===== src/rtl/uart_rx_fsm.sv =====
// UART receiver: oversampled start detection with glitch rejection, 3-sample majority vote,
// LSB-first deserialisation, parity/stop checking and one-cycle result strobes.
module uart_rx_fsm #(
    parameter int DATA_WIDTH     = 8,
    parameter int PRESCALE_WIDTH = 6
) (
    input  logic                      clk,
    input  logic                      reset,
    input  logic                      RX_IN,
    input  logic [PRESCALE_WIDTH-1:0] Prescale,
    input  logic                      PAR_EN,
    input  logic                      PAR_TYP,
    output logic [DATA_WIDTH-1:0]     P_DATA,
    output logic                      data_valid,
    output logic                      par_err,
    output logic                      stp_err
);

    localparam int BCW = (DATA_WIDTH > 1) ? $clog2(DATA_WIDTH) : 1;
    localparam logic [BCW-1:0]            BIT_LAST = BCW'(DATA_WIDTH - 1);
    localparam logic [BCW-1:0]            BIT_ONE  = BCW'(1);
    localparam logic [PRESCALE_WIDTH-1:0] ONE      = PRESCALE_WIDTH'(1);
    localparam logic [PRESCALE_WIDTH-1:0] TWO      = PRESCALE_WIDTH'(2);

    typedef enum logic [2:0] {
        IDLE,
        START,
        DATA,
        PARITY,
        STOP
    } state_t;

    state_t state, next_state;

    logic [PRESCALE_WIDTH-1:0] edge_cnt;
    logic [PRESCALE_WIDTH-1:0] p_reg;
    logic                      par_en_r;
    logic                      par_typ_r;
    logic [BCW-1:0]            bit_cnt;
    logic [DATA_WIDTH-1:0]     shift_reg;
    logic                      s0, s1;
    logic                      par_flag, stp_flag;

    logic [PRESCALE_WIDTH-1:0] half, last;
    logic at_s0, at_s1, at_vote, at_last, bit_last, vote, exp_par, glitch;

    always_comb begin
        half     = p_reg >> 1;
        last     = p_reg - ONE;
        at_s0    = (edge_cnt == half - TWO);
        at_s1    = (edge_cnt == half - ONE);
        at_vote  = (edge_cnt == half);
        at_last  = (edge_cnt == last);
        bit_last = (bit_cnt == BIT_LAST);
        // third sample is the live line value at edge P/2
        vote     = (s0 & s1) | (s0 & RX_IN) | (s1 & RX_IN);
        exp_par  = (^shift_reg) ^ par_typ_r;
        glitch   = (state == START) && at_vote && vote;
    end

    always_ff @(posedge clk) begin
        if (reset) state <= IDLE;
        else       state <= next_state;
    end

    always_comb begin
        next_state = state;
        case (state)
            IDLE:    if (!RX_IN) next_state = START;
            START: begin
                if (glitch)       next_state = IDLE;
                else if (at_last) next_state = DATA;
            end
            DATA:    if (at_last && bit_last) next_state = par_en_r ? PARITY : STOP;
            PARITY:  if (at_last) next_state = STOP;
            STOP:    if (at_last) next_state = IDLE;
            default: next_state = IDLE;
        endcase
    end

    always_ff @(posedge clk) begin
        if (reset) begin
            edge_cnt   <= '0;
            p_reg      <= '0;
            par_en_r   <= 1'b0;
            par_typ_r  <= 1'b0;
            bit_cnt    <= '0;
            shift_reg  <= '0;
            s0         <= 1'b0;
            s1         <= 1'b0;
            par_flag   <= 1'b0;
            stp_flag   <= 1'b0;
            P_DATA     <= '0;
            data_valid <= 1'b0;
            par_err    <= 1'b0;
            stp_err    <= 1'b0;
        end else begin
            data_valid <= 1'b0;
            par_err    <= 1'b0;
            stp_err    <= 1'b0;

            if (state == IDLE) begin
                if (!RX_IN) begin
                    // the detection cycle is edge 0 of the start bit
                    edge_cnt  <= ONE;
                    p_reg     <= Prescale;
                    par_en_r  <= PAR_EN;
                    par_typ_r <= PAR_TYP;
                    bit_cnt   <= '0;
                    par_flag  <= 1'b0;
                    stp_flag  <= 1'b0;
                end else begin
                    edge_cnt <= '0;
                end
            end else begin
                edge_cnt <= (at_last || glitch) ? '0 : edge_cnt + ONE;
                if (at_s0) s0 <= RX_IN;
                if (at_s1) s1 <= RX_IN;
            end

            case (state)
                DATA: begin
                    if (at_vote) shift_reg <= {vote, shift_reg[DATA_WIDTH-1:1]};
                    if (at_last) bit_cnt <= bit_last ? '0 : bit_cnt + BIT_ONE;
                end
                PARITY: begin
                    if (at_vote) par_flag <= (vote != exp_par);
                end
                STOP: begin
                    if (at_vote) stp_flag <= ~vote;
                    if (at_last) begin
                        if (!par_flag && !stp_flag) begin
                            P_DATA     <= shift_reg;
                            data_valid <= 1'b1;
                        end else begin
                            par_err <= par_flag;
                            stp_err <= stp_flag;
                        end
                    end
                end
                default: ;
            endcase
        end
    end

endmodule


===== config.mk =====
export PLATFORM = sky130hd
export DESIGN_NAME = uart_rx_fsm
export DESIGN_NICKNAME = d
export VERILOG_FILES = /design/src/rtl/uart_rx_fsm.sv
export SDC_FILE = /design/constraint.sdc
export NUM_CORES = 1
export LEC_CHECK = 0
export ABC_AREA = 1
export CORE_AREA = 3 3 98 63
export CTS_CLUSTER_SIZE = 28
export DETAILED_ROUTE_END_ITERATION = 7
export DIE_AREA = 0 0 101 66
export DONT_BUFFER_PORTS = 1
export GPL_TIMING_DRIVEN = 0
export HOLD_SLACK_MARGIN = 0.1
export SLEW_MARGIN = 20
export SYNTH_ARGS = -nofsm -noshare
export SYNTH_HDL_FRONTEND = slang
export SYNTH_SLANG_ARGS = --single-unit

===== constraint.sdc =====
create_clock -name clk -period 2.5 [get_ports clk]
set_input_delay 0.625 -clock clk [delete_from_list [all_inputs] [get_ports clk]]
set_output_delay 0.625 -clock clk [all_outputs]
set_load 0.1 [all_outputs]

### Word level (Yosys, flattened, before mapping)

Index checks and enable logic that the tools add are counted.

* bits in registers: 43
* latch bits: 0
* bits in writable memories: 0
* bits in read-only memories: 0
* input port bits: 11
* output and inout bits: 11
* word-level logic and storage cells: 88
* memories: 0

* $add $sub $neg: 5
* multipliers: 0
* divide/modulo/power cells: 0
* $lt $le $gt $ge: 0
* equal/unequal tests: 15
* shifts and indexed selects: 0
* mux-type cells: 25
* bitwise logic cells: 11
* reduce and logical (&&, ||, !) cells: 17

Operators by type and width (number)
* $mux 3: 12
* $eq 6x6->1: 3
* $pmux 3 s5: 1
* $mux 6: 2
* $mux 1: 10
* $ne 2x2->1 const B: 4
* $reduce_and 2->1: 4
* $reduce_xor 8->1: 1
* $add 6x1->6 const B: 1
* $eq 3x2->1 const B: 2
* $eq 3x3->1 const B: 2
* $eq 6x5->1: 1
* $sub 5x1->6 const B: 1
* $sub 5x2->6 const B: 1
* $sub 6x1->6 const B: 1
* $not 1->1: 5
* $reduce_and 5->1: 1
* $logic_and 1x1->1: 4
* $reduce_or 4->1: 1
* $add 3x1->3 const B: 1
* $and 1x1->1: 3
* $eq 3x1->1 const B: 1
* $logic_not 3->1: 1
* $ne 3x3->1 const B: 1
* 7 further kinds: 9

### Depth between registers and ports, before layout

Gate-level depths: netlist (run 1).

* word-level depth: 7
* mapped depth: 15
* depth with buffers taken out: 14

### Worst setup path before layout (run 1)

Ideal clock, no wire load.

* kind: reg-to-reg
* from: register p_reg[2]
* to: register P_DATA[1]
* library setup time: 0.113 ns
* arrival time: 1.715 ns
* data required time: 2.387 ns
* path slack: 0.672 ns
* cell stages (with the launch flop): 15
* buffers on the path: 1
* clock period less this slack: 1.828 ns
* path through: dfxtp_1 > inv_1 > ha_1 > inv_1 > a21oi_1 > nand2_1 > nand2_1 > nand2_1 > nand2_1 > nand2_2 > nor2_4 > nand4_4 > buf_6 > nor2_1 > nor2_1

* cells in the longest elaborated chain, start to end: 3

Ends and longest elaborated chain
* start, declared: RTL line 36 `logic [PRESCALE_WIDTH-1:0] p_reg;`
* start signal, assigned: RTL line 106 `p_reg <= Prescale;`
* $sub 6x1->6: RTL line 49 `last = p_reg - ONE;`
* $eq 6x6->1: RTL line 53 `at_last = (edge_cnt == last);`
* $reduce_and 3->1 (no source line)
* end signal, assigned: RTL line 133 `P_DATA <= shift_reg;`
* end, declared: RTL line 13 `output logic [DATA_WIDTH-1:0] P_DATA,`

Every way passes these cells.
A chain may end at the register's enable or synchronous reset.

### Worst setup path after layout (run 1)

* from: register p_reg[2]
* to: register P_DATA[7]

The elaborated chain is that of the path after synthesis.

==> results of run 1 <==
==> synthesized netlist by cell type <==
cell type / n
xnor2_1: 12
o22ai_1: 1
nor2_1: 39
nand2_4: 1
nor2_2: 1
nor3_1: 6
clkbuf_1: 5
a21oi_1: 30
nand4_1: 4
nand2_1: 73
inv_1: 39
nand2_2: 2
buf_2: 2
ha_1: 8
inv_2: 3
nor2_4: 2
nand4_4: 1
o21ai_0: 17
nand3_2: 1
xor2_1: 16
a22oi_1: 1
nand3b_1: 2
clkbuf_8: 1
nand3_1: 25
dfxtp_1: 43
buf_6: 1
==> power breakdown <==
part | total, W | switching, W | internal (W)
Sequential | 0.000870 | 0.000107 | 0.000763
Clock | 0.000567 | 0.000243 | 0.000323
Combinational | 0.00110 | 0.000734 | 0.000363
==> logic make-up after synthesis <==
| logic type | after synthesis | synth area share |
|---|---|---|
| AO/OA/AOI/OAI | 49 | 0.105 |
| XOR/XNOR | 28 | 0.104 |
| adder cells (fa/ha/maj) | 8 | 0.0423 |
| buffers and inverters | 51 | 0.0894 |
| flip-flops | 43 | 0.364 |
| AND/OR/NAND/NOR | 157 | 0.296 |
==> worst paths after layout <==
kind,startpoint,endpoint
worst min-delay path,reset,shift_reg[7]
worst max-delay path,p_reg[2],P_DATA[7]
worst max register to register,p_reg[2],P_DATA[7]
worst min register to register,par_flag,data_valid
==> cells in the final DEF (no fill, tap or decap) <==
| master | netlist | final |
|---|---|---|
| buf_2 | 2 | 2 |
| nand2_1 | 73 | 73 |
| nor2_4 | 2 | 2 |
| bufinv_16 | 0 | 1 |
| nor2_1 | 39 | 38 |
| nor2_2 | 1 | 2 |
| xor2_1 | 16 | 16 |
| o21ai_0 | 17 | 17 |
| a21oi_1 | 30 | 30 |
| clkbuf_1 | 5 | 5 |
| nand3_2 | 1 | 1 |
| nand2_4 | 1 | 1 |
| nand2_2 | 2 | 2 |
| nor3_1 | 6 | 6 |
| inv_2 | 3 | 3 |
| buf_6 | 1 | 1 |
| nand4_1 | 4 | 4 |
| nand3b_1 | 2 | 2 |
| xnor2_1 | 12 | 12 |
| ha_1 | 8 | 7 |
| inv_1 | 39 | 39 |
| dfxtp_1 | 43 | 43 |
| clkinv_2 | 0 | 1 |
| clkbuf_8 | 1 | 7 |
| nand4_4 | 1 | 1 |
| a22oi_1 | 1 | 1 |
| o22ai_1 | 1 | 1 |
| nand3_1 | 25 | 25 |
| ha_2 | 0 | 1 |
==> timing repair <==
item / 4_1_cts / 5_1_grt
resized for setup: 0 / 2
endpoints found under the setup margin: 0 / 2
setup buffers: 0 / 0
hold endpoints to repair: 0 / 0
==> layout make-up <==
class                   instances  area [sq um]
fillers                       557          2840
multi-input cells             242          1300
flip-flops and latches         43           861
inverters                      42           158
well taps                      69          86.3
clock buffers                   6          82.6
plain buffers                   9          53.8
clock inverters                 2          35.0
==> worst max-delay path, delay by kind of cell, from the launching register on <==
| kind | cells | cell delay [ns] |
|---|---|---|
| simple gates | 9 | 0.81 |
| buf+inv | 3 | 0.52 |
| flops | 1 | 0.33 |
| compound gates | 1 | 0.11 |
| fa+ha+maj | 1 | 0.31 |
==> stage by stage <==
stage / instances / worst slack (ns)
after floorplan: 336 / 0.672
after global placement: 405 / 0.358
after detailed placement: 405 / 0.299
after CTS: 413 / 0.293
after global routing: 413 / 0.0320
final: 413 / 0.312
==> layer usage <==
layer	vias to the layer above	share of wire	track usage
li1	1081	-	-
met2	69	0.32	0.206
met1	939	0.59	0.289
met3	7	0.082	0.0664
met5	-	0	0
met4	0	0.0092	0.0398
==> impl_metrics.json, run 1 <==
{
  "outcome": "finished clean",
  "grt_max_degree": 14,
  "worst_path_most_repeated_cell": "nand2_1",
  "synth_cell_types": 26,
  "h-tree-depth": 2,
  "cp_max_fo": 10,
  "hpwl_microns": 4260,
  "vias_per_cell": 5.08,
  "final_max_slew_viol_count": 0,
  "arrival_ns": 2.39,
  "synthTopCellsByArea": "dfxtp_1 (36%), nand2_1 (12%), a21oi_1 (6.3%)",
  "grt_pass1_wl_microns": 9090,
  "reg2reg_depth": 14,
  "p_total_w": 0.00253,
  "cts-root-buf": "clkbuf_8",
  "finalHoldViolCount": 0,
  "io_pins": 22,
  "cts_inserted_buffers": 5,
  "start_kind": "flip-flop",
  "ys_seq_area_frac": 0.364,
  "cts_tree": "done",
  "r2r_slack_ns": 0.31,
  "critPathSlowestCell": "dfxtp_1",
  "io_buffer_count": 0,
  "grt_usage": 0.177,
  "n_antenna_cell": 0,
  "cp.required_ns": 2.70,
  "synth.avg_cell_area_sq_um": 7.04,
  "maxCapViolCount": 0,
  "vias": 2096,
  "die_w_microns": 101,
  "holdWs_ns": 0.386,
  "initial_utilization": 0.437,
  "cts_buffer_depth": 2,
  "relSlewSlack": 0.353,
  "drtIter0Drc": 177,
  "fin_crit_sh": 0.875,
  "hp-class": "primary input to flip-flop",
  "fin_area_sq_um": 2570,
  "clk_latency_ns": 0.30,
  "antenna_found_initial": 0,
  "synth_top_area_share": 0.364,
  "route.detailed.drc": 0,
  "syn-cell-area_sq_um": 2370,
  "critPathMaxStageDelay_ns": 0.33,
  "placed_cell_area_sq_um": 2450,
  "drive_gt1_frac": 0.0727,
  "gp_congestion": 0.971,
  "clock_sinks": 43,
  "dr.pass1.iters": 5,
  "synthToLayoutAreaGrowth_pct": 8.83,
  "path_clk_slew_ns": 0.09,
  "wl_microns": 5530,
  "netlist_instances": 336,
  "yosys_warnings": 0,
  "grt_setup_unrepaired": "no",
  "synth_seq_cells": 43,
  "tightest_slew_ns": 0.970,
  "path_class": "flip-flop to flip-flop",
  "critPathCaptureType": "flip-flop",
  "yosys.area.top_type": "dfxtp_1",
  "syn_nets": 355,
  "cellPowerDensity_nw_per_um2": 984,
  "die_area_sq_um": 6670,
  "chipHeight_microns": 66,
  "max_clock_freq_ghz": 0.457,
  "path_cells": "inv_1, ha_2, inv_1, a21oi_1, nand2_1, nand2_1, nand2_1, nand2_1, nand2_2, nor2_4, nand4_4, buf_6, nor2_1, nor2_1",
  "final_core_util": 0.476,
  "finalClockSkew_ns": 0.00897,
  "final.setup.tns_ns": 0,
  "core_sq_um": 5410,
  "fin_crit_ns": 2.19,
  "routedWlPerCell_microns": 13.4,
  "nets": 362,
  "fp-row-count": 21,
  "grt-ovfl-total": 0,
  "leakage_nw": 1.13,
  "final_antenna_net_count": 0,
  "hold_depth": 1,
  "cts_hold_buf": 0,
  "setup_viol": 0,
  "grt_pass1_vias": 1813,
  "ir_drop_v": 0.000447
}
Power figures use the tool's default switching activity.
==> inputs of run 2 (changes only) <==
--- a/config.mk
+++ b/config.mk
@@ -7,11 +7,12 @@
 export LEC_CHECK = 0
 export ABC_AREA = 1
-export CORE_AREA = 3 3 98 63
+export CORE_AREA = 3 3 104 66
 export CTS_CLUSTER_SIZE = 28
 export DETAILED_ROUTE_END_ITERATION = 7
-export DIE_AREA = 0 0 101 66
+export DIE_AREA = 0 0 107 69
 export DONT_BUFFER_PORTS = 1
 export GPL_TIMING_DRIVEN = 0
 export HOLD_SLACK_MARGIN = 0.1
+export SETUP_SLACK_MARGIN = 0.4
 export SLEW_MARGIN = 20
 export SYNTH_ARGS = -nofsm -noshare
==> constraint.sdc (replaced) <==
create_clock -name clk -period 2.5 [get_ports clk]
set_input_delay 0.25 -clock clk [delete_from_list [all_inputs] [get_ports clk]]
set_output_delay 0.25 -clock clk [all_outputs]
set_load 0.1 [all_outputs]
==> run 2 against run 1 <==
  * Core utilization decreased by 3.2 points
  * Sequential share of layout area decreased by 0.78 points
  * Design area increased by 3.9%
  * Critical path depth decreased by 3
  * Critical path type unchanged
  * Register-to-register slack improved by 0.17 ns
  * Clock power decreased by 23%
  * Via count increased by 2.6%
  * Clock skew decreased by 0.00099 ns
  * Wire length increased by 2.1%
  * Count of clock-buffer cells in the layout unchanged
  * Fmax increased by 8.4%
  * First-iteration DRC count increased by 7.3%
==> impl_metrics.json, run 2 (same netlist as run 1, synthesis figures left out) <==
{
  "outcome": "finished clean",
  "route.detailed.drc": 0,
  "leakage_nw": 1.15,
  "final.setup.tns_ns": 0,
  "p_sw_frac": 0.447,
  "nets": 370,
  "mostFrequentLayoutCell": "nand2_1",
  "intPower_w": 0.00137,
  "h-tree-depth": 2,
  "placed_cell_area_sq_um": 2470,
  "dr.pass1.iters": 5,
  "antenna_found_initial": 0,
  "chipHeight_microns": 69,
  "p_total_w": 0.00248,
  "reg2reg_depth": 11,
  "final_antenna_net_count": 0,
  "drtIter0Drc": 190,
  "fin_area_sq_um": 2680,
  "clk_latency_ns": 0.30,
  "power_frac_clock": 0.176,
  "die_area_sq_um": 7380,
  "core_sq_um": 6030,
  "die_w_microns": 107,
  "finalHoldViolCount": 0,
  "initial_utilization": 0.392,
  "hpwl_microns": 4300,
  "fp-row-count": 22,
  "final_max_slew_viol_count": 0,
  "critPathSlowestCell": "dfxtp_4",
  "path_clk_slew_ns": 0.08,
  "path_class": "flip-flop to flip-flop",
  "grt-ovfl-total": 0,
  "cts_inserted_buffers": 5,
  "layout_common_cells": "nand2_1 (71), dfxtp_1 (39), nor2_1 (38)",
  "grt_usage": 0.156,
  "n_antenna_cell": 0,
  "vias": 2151,
  "arrival_ns": 2.21,
  "routedWlPerCell_microns": 12.9,
  "fin_crit_sh": 0.808,
  "maxCapViolCount": 0,
  "finalClockSkew_ns": 0.00798,
  "cp_max_fo": 7,
  "synthToLayoutAreaGrowth_pct": 13.1,
  "drive_gt1_frac": 0.128,
  "pwr-share-comb": 0.473,
  "relSlewSlack": 0.347,
  "critPathMaxStageDelay_ns": 0.37,
  "cp.required_ns": 2.69,
  "grt_pass1_vias": 1791,
  "hold_depth": 2,
  "cellPowerDensity_nw_per_um2": 927,
  "vias_per_cell": 4.93,
  "grt_max_degree": 14,
  "clock_sinks": 43,
  "critPathCaptureType": "flip-flop",
  "p_sw_w": 0.00111,
  "grt_setup_unrepaired": "yes",
  "seqPwrFrac": 0.351,
  "cts-root-buf": "clkbuf_8",
  "cts_buffer_depth": 2,
  "ir_drop_v": 0.000303,
  "hp-class": "primary input to flip-flop",
  "start_kind": "flip-flop",
  "io_buffer_count": 0,
  "gp_congestion": 0.920,
  "io_pins": 22,
  "fin_crit_ns": 2.02,
  "grt_pass1_wl_microns": 9160,
  "path_cells": "inv_4, ha_2, xor2_1, nand3_2, nor2_4, nand2_2, nor2_4, nand4_4, buf_6, nor2_1, nor2_1",
  "cts_tree": "done",
  "setup_viol": 0,
  "tightest_slew_ns": 0.978,
  "wl_microns": 5640,
  "max_clock_freq_ghz": 0.495
}
-- run 2: final timing paths --
path	startpoint	to	slack, ns
max	p_reg[1]	P_DATA[4]	0.48
min	Prescale[1]	p_reg[1]	0.14
max reg2reg	p_reg[1]	P_DATA[4]	0.48
min reg2reg	par_flag	data_valid	0.42
-- run 2: power groups by stage --
stage	clock (W)	combinational, W	sequential (W)
after floorplan	0	0.000859	0.000857
after global placement	0	0.00106	0.000883
after detailed placement	0	0.00108	0.000883
after CTS	0.000446	0.00109	0.000870
after global routing	0.000475	0.00133	0.000886
final	0.000436	0.00117	0.000872
-- run 2: per-stage QoR --
step / setup slack (ns) / std cells / util / hold WS (ns)
after floorplan: 0.672 / 336 / - / 0.319
after global placement: 0.307 / 420 / 0.410 / 0.323
after detailed placement: 0.267 / 420 / 0.410 / 0.323
after CTS: 0.401 / 430 / 0.428 / 0.138
after global routing: 0.361 / 436 / 0.444 / 0.135
final: 0.480 / 436 / 0.444 / 0.142
-- run 2: area by class of cell --
cell class                      count  area [sq um]
Clock inverter                      2          12.5
Buffer                              9          55.1
Fill cell                         620          3350
Clock buffer                        6          72.6
Timing Repair Buffer                8          62.6
Multi-Input combinational cell    242          1330
Tap cell                           84           105
Inverter                           42           165
Sequential cell                    43           873
-- run 2: critical path, delay by kind of cell, from the launching register on --
kind                       cells  cell delay (ns)
adders and majority gates      1             0.32
DFF                            1             0.37
xor gates and xnor gates       1             0.18
buffers and inverters          2             0.24
and+or+nand+nor                7             0.79
-- run 2: per-layer routing --
layer | share of wire | wire length, microns | GRT usage | up-vias
li1 | - | - | - | 1101
met5 | 0 | 0 | 0 | -
met2 | 0.34 | 1920 | 0.179 | 75
met4 | 0.0074 | 42 | 0.0340 | 0
met1 | 0.57 | 3240 | 0.266 | 969
met3 | 0.078 | 440 | 0.0477 | 6
-- run 2: what timing repair did --
item,in CTS,in global routing
hold buffers,2,0
buffers inserted,0,5
hold endpoints to repair,3,0
pin swaps,0,4
setup endpoints to repair,11,14
resized for setup,4,21
cloned,0,1
==> inputs of run 3 (changes only) <==
Settings changed: ABC_AREA 1 to 0.
Clock period 2.5 ns to 1.8 ns, I/O delays scaled along.
==> run 3 against run 2 <==
  * The flow now finishes with violations (setup timing)
  * First-iteration DRC count shrank 44%
  * Combinational power grew 44%
  * Sequential cell count is the same
  * Clock power grew 76%
  * Critical path type unchanged
  * Count of clock-buffer cells in the layout shrank 1
  * Highest routed layer unchanged
  * Largest cell class unchanged
  * Area after synthesis grew 0.48%
  * Sequential power grew 27%
==> impl_metrics.json, run 3 <==
{
  "antenna_found_initial": 0,
  "synth.most_common_cell": "dfxtp_1",
  "outcome": "finished with violations",
  "synth_common_cells": "dfxtp_1 (43), nand2_1 (30), nor2_1 (29)",
  "route.detailed.drc": 0,
  "cp_max_fo": 5,
  "vias_per_cell": 5.01,
  "drtIter0Drc": 106,
  "h-tree-depth": 2,
  "die_area_sq_um": 7380,
  "vias": 1937,
  "clk_latency_ns": 0.29,
  "path_clk_slew_ns": 0.09,
  "finalHoldViolCount": 0,
  "clock_sinks": 43,
  "reg2reg_depth": 8,
  "yosys_warnings": 0,
  "cts-root-buf": "clkbuf_8",
  "grt-ovfl-total": 0,
  "violations": "setup timing",
  "cts_inserted_buffers": 5,
  "tightest_slew_ns": 0.604,
  "relSlewSlack": 0.597,
  "initial_utilization": 0.394,
  "synthToLayoutAreaGrowth_pct": 40.1,
  "grt_usage": 0.160,
  "final_core_util": 0.552,
  "max_clock_freq_ghz": 0.472,
  "cts_tree": "done",
  "syn-cell-area_sq_um": 2380,
  "synth_enable_flop_cells": 0,
  "synthFlopType": "dfxtp_1",
  "async_flop_share": 0,
  "path_class": "flip-flop to flip-flop",
  "p_sw_frac": 0.366,
  "cellPowerDensity_nw_per_um2": 1070,
  "io_pins": 22,
  "die_w_microns": 107,
  "hpwl_microns": 3980,
  "fin_crit_sh": 1.18,
  "syn_nets": 283,
  "grt_pass1_wl_microns": 9330,
  "p_sw_w": 0.00130,
  "wl_met3_microns": 492,
  "final.setup.tns_ns": -4.75,
  "synth.avg_cell_area_sq_um": 9.00,
  "synth_seq_cells": 43,
  "place_ws_ns": -0.503,
  "start_kind": "flip-flop",
  "num-fill-cells": 537,
  "critPathMaxStageDelay_ns": 0.54,
  "drive_gt1_frac": 0.370,
  "dr.max_layer_used": "met4",
  "setup_viol": 25,
  "chipHeight_microns": 69,
  "cp.required_ns": 2.02,
  "m1WireLength_microns": 3000,
  "synth_cell_types": 44,
  "hold_depth": 2,
  "io_buffer_count": 0,
  "critPathSlowestCell": "or4_4",
  "ir_drop_v": 0.000464,
  "seqPwrFrac": 0.310,
  "cp.depth": 8,
  "grt_setup_unrepaired": "yes",
  "cts_buffer_depth": 2,
  "layout_common_cells": "nor2_1 (27), dfxtp_1 (27), nand2_1 (26)",
  "pwr-share-comb": 0.474,
  "critPathCaptureType": "flip-flop",
  "ys_seq_area_frac": 0.362,
  "final_antenna_net_count": 0,
  "grt_pass1_vias": 1813,
  "maxCapViolCount": 0,
  "gp_congestion": 0.813,
  "finalClockSkew_ns": 0.0102,
  "yosys.area.top_type": "dfxtp_1",
  "core_sq_um": 6030,
  "netlist_instances": 264,
  "wl_microns": 5930,
  "dr.pass1.iters": 4,
  "grt_max_degree": 16,
  "hp-class": "primary input to flip-flop",
  "setup_ws_ns": -0.317,
  "final_max_slew_viol_count": 0,
  "nets": 321,
  "power_frac_clock": 0.215,
  "critPathTopFamily": "simple AND/OR/NAND/NOR gates",
  "synth_top_area_share": 0.362,
  "fp-row-count": 22,
  "critical_path_buf_inv_count": 2,
  "wl_met2_microns": 2420,
  "synthTopCellsByArea": "dfxtp_1 (36%), mux2i_1 (9.3%), xnor2_1 (6.6%)",
  "n_antenna_cell": 0,
  "leakage_nw": 1.34,
  "routedWlPerCell_microns": 15.3,
  "fin_crit_ns": 2.12,
  "path_cells": "inv_8, buf_4, ha_4, a21oi_1, nand4b_4, or4_4, or3b_1, a21oi_2",
  "intPower_w": 0.00226,
  "arrival_ns": 2.34
}
run 3: final cells by class:
cell class | instances | area [sq um] | area share
tap | 84 | 105 | 0.0316
inverter | 4 | 27.5 | 0.00827
multi-input combinational | 204 | 1790 | 0.537
sequential | 43 | 888 | 0.267
clock inverter | 3 | 46.3 | 0.0139
timing repair buffer | 31 | 309 | 0.0928
buffer | 13 | 95.1 | 0.0286
clock buffer | 5 | 68.8 | 0.0207
run 3: path summary, 6_finish.rpt:
path / from / to / slack [ns]
hold reg to reg: par_typ_r / par_typ_r / 0.48
hold / removal: reset / bit_cnt[0] / 0.22
setup / recovery: p_reg[2] / state[2] / -0.32
setup reg to reg: p_reg[2] / state[2] / -0.32
run 3: power groups by stage:
| stage | sequential, W | combinational, W | clock [W] |
|---|---|---|---|
| 3_3_place_gp | 0.00112 | 0.00108 | 0 |
| 3_5_place_dp | 0.00112 | 0.00109 | 0 |
| 4_1_cts | 0.00110 | 0.00140 | 0.000793 |
| 6_report | 0.00111 | 0.00169 | 0.000767 |
| 5_1_grt | 0.00112 | 0.00182 | 0.000827 |
| 2_1_floorplan | 0.00109 | 0.000908 | 0 |
run 3: through the flow:
step                cell area (sq um)  total power (W)  hold WS (ns)  instances
global route                     3330          0.00376         0.215        387
global placement                 2620          0.00219         0.311        348
floorplan                        2510          0.00200         0.306        264
CTS                              3140          0.00329         0.219        382
detailed placement               2620          0.00221         0.316        348
finish                           3330          0.00356         0.221        387
run 3: cell families after synthesis:
kind of cell / after synthesis / share of synthesized area
and+or+nand+nor: 109 / 0.239
AOI/OAI and AO/OA: 26 / 0.0647
xor gates and xnor gates: 35 / 0.142
buffers and inverters: 17 / 0.0395
adders and majority gates: 9 / 0.0463
DFF: 43 / 0.362
muxes: 25 / 0.107
run 3: metal layers:
layer	global-route usage	up-vias
met2	0.211	63
li1	-	966
met1	0.260	904
met5	0	-
met3	0.0440	4
met4	0.0199	0
run 3: timing repair:
| action | CTS | global route |
|---|---|---|
| endpoints found under the hold margin | 17 | 0 |
| cloned | 1 | 0 |
| hold buffers | 10 | 0 |
| buffers inserted | 15 | 5 |
| endpoints found under the setup margin | 54 | 43 |
| pin swaps | 17 | 8 |
| gates resized for setup | 49 | 22 |
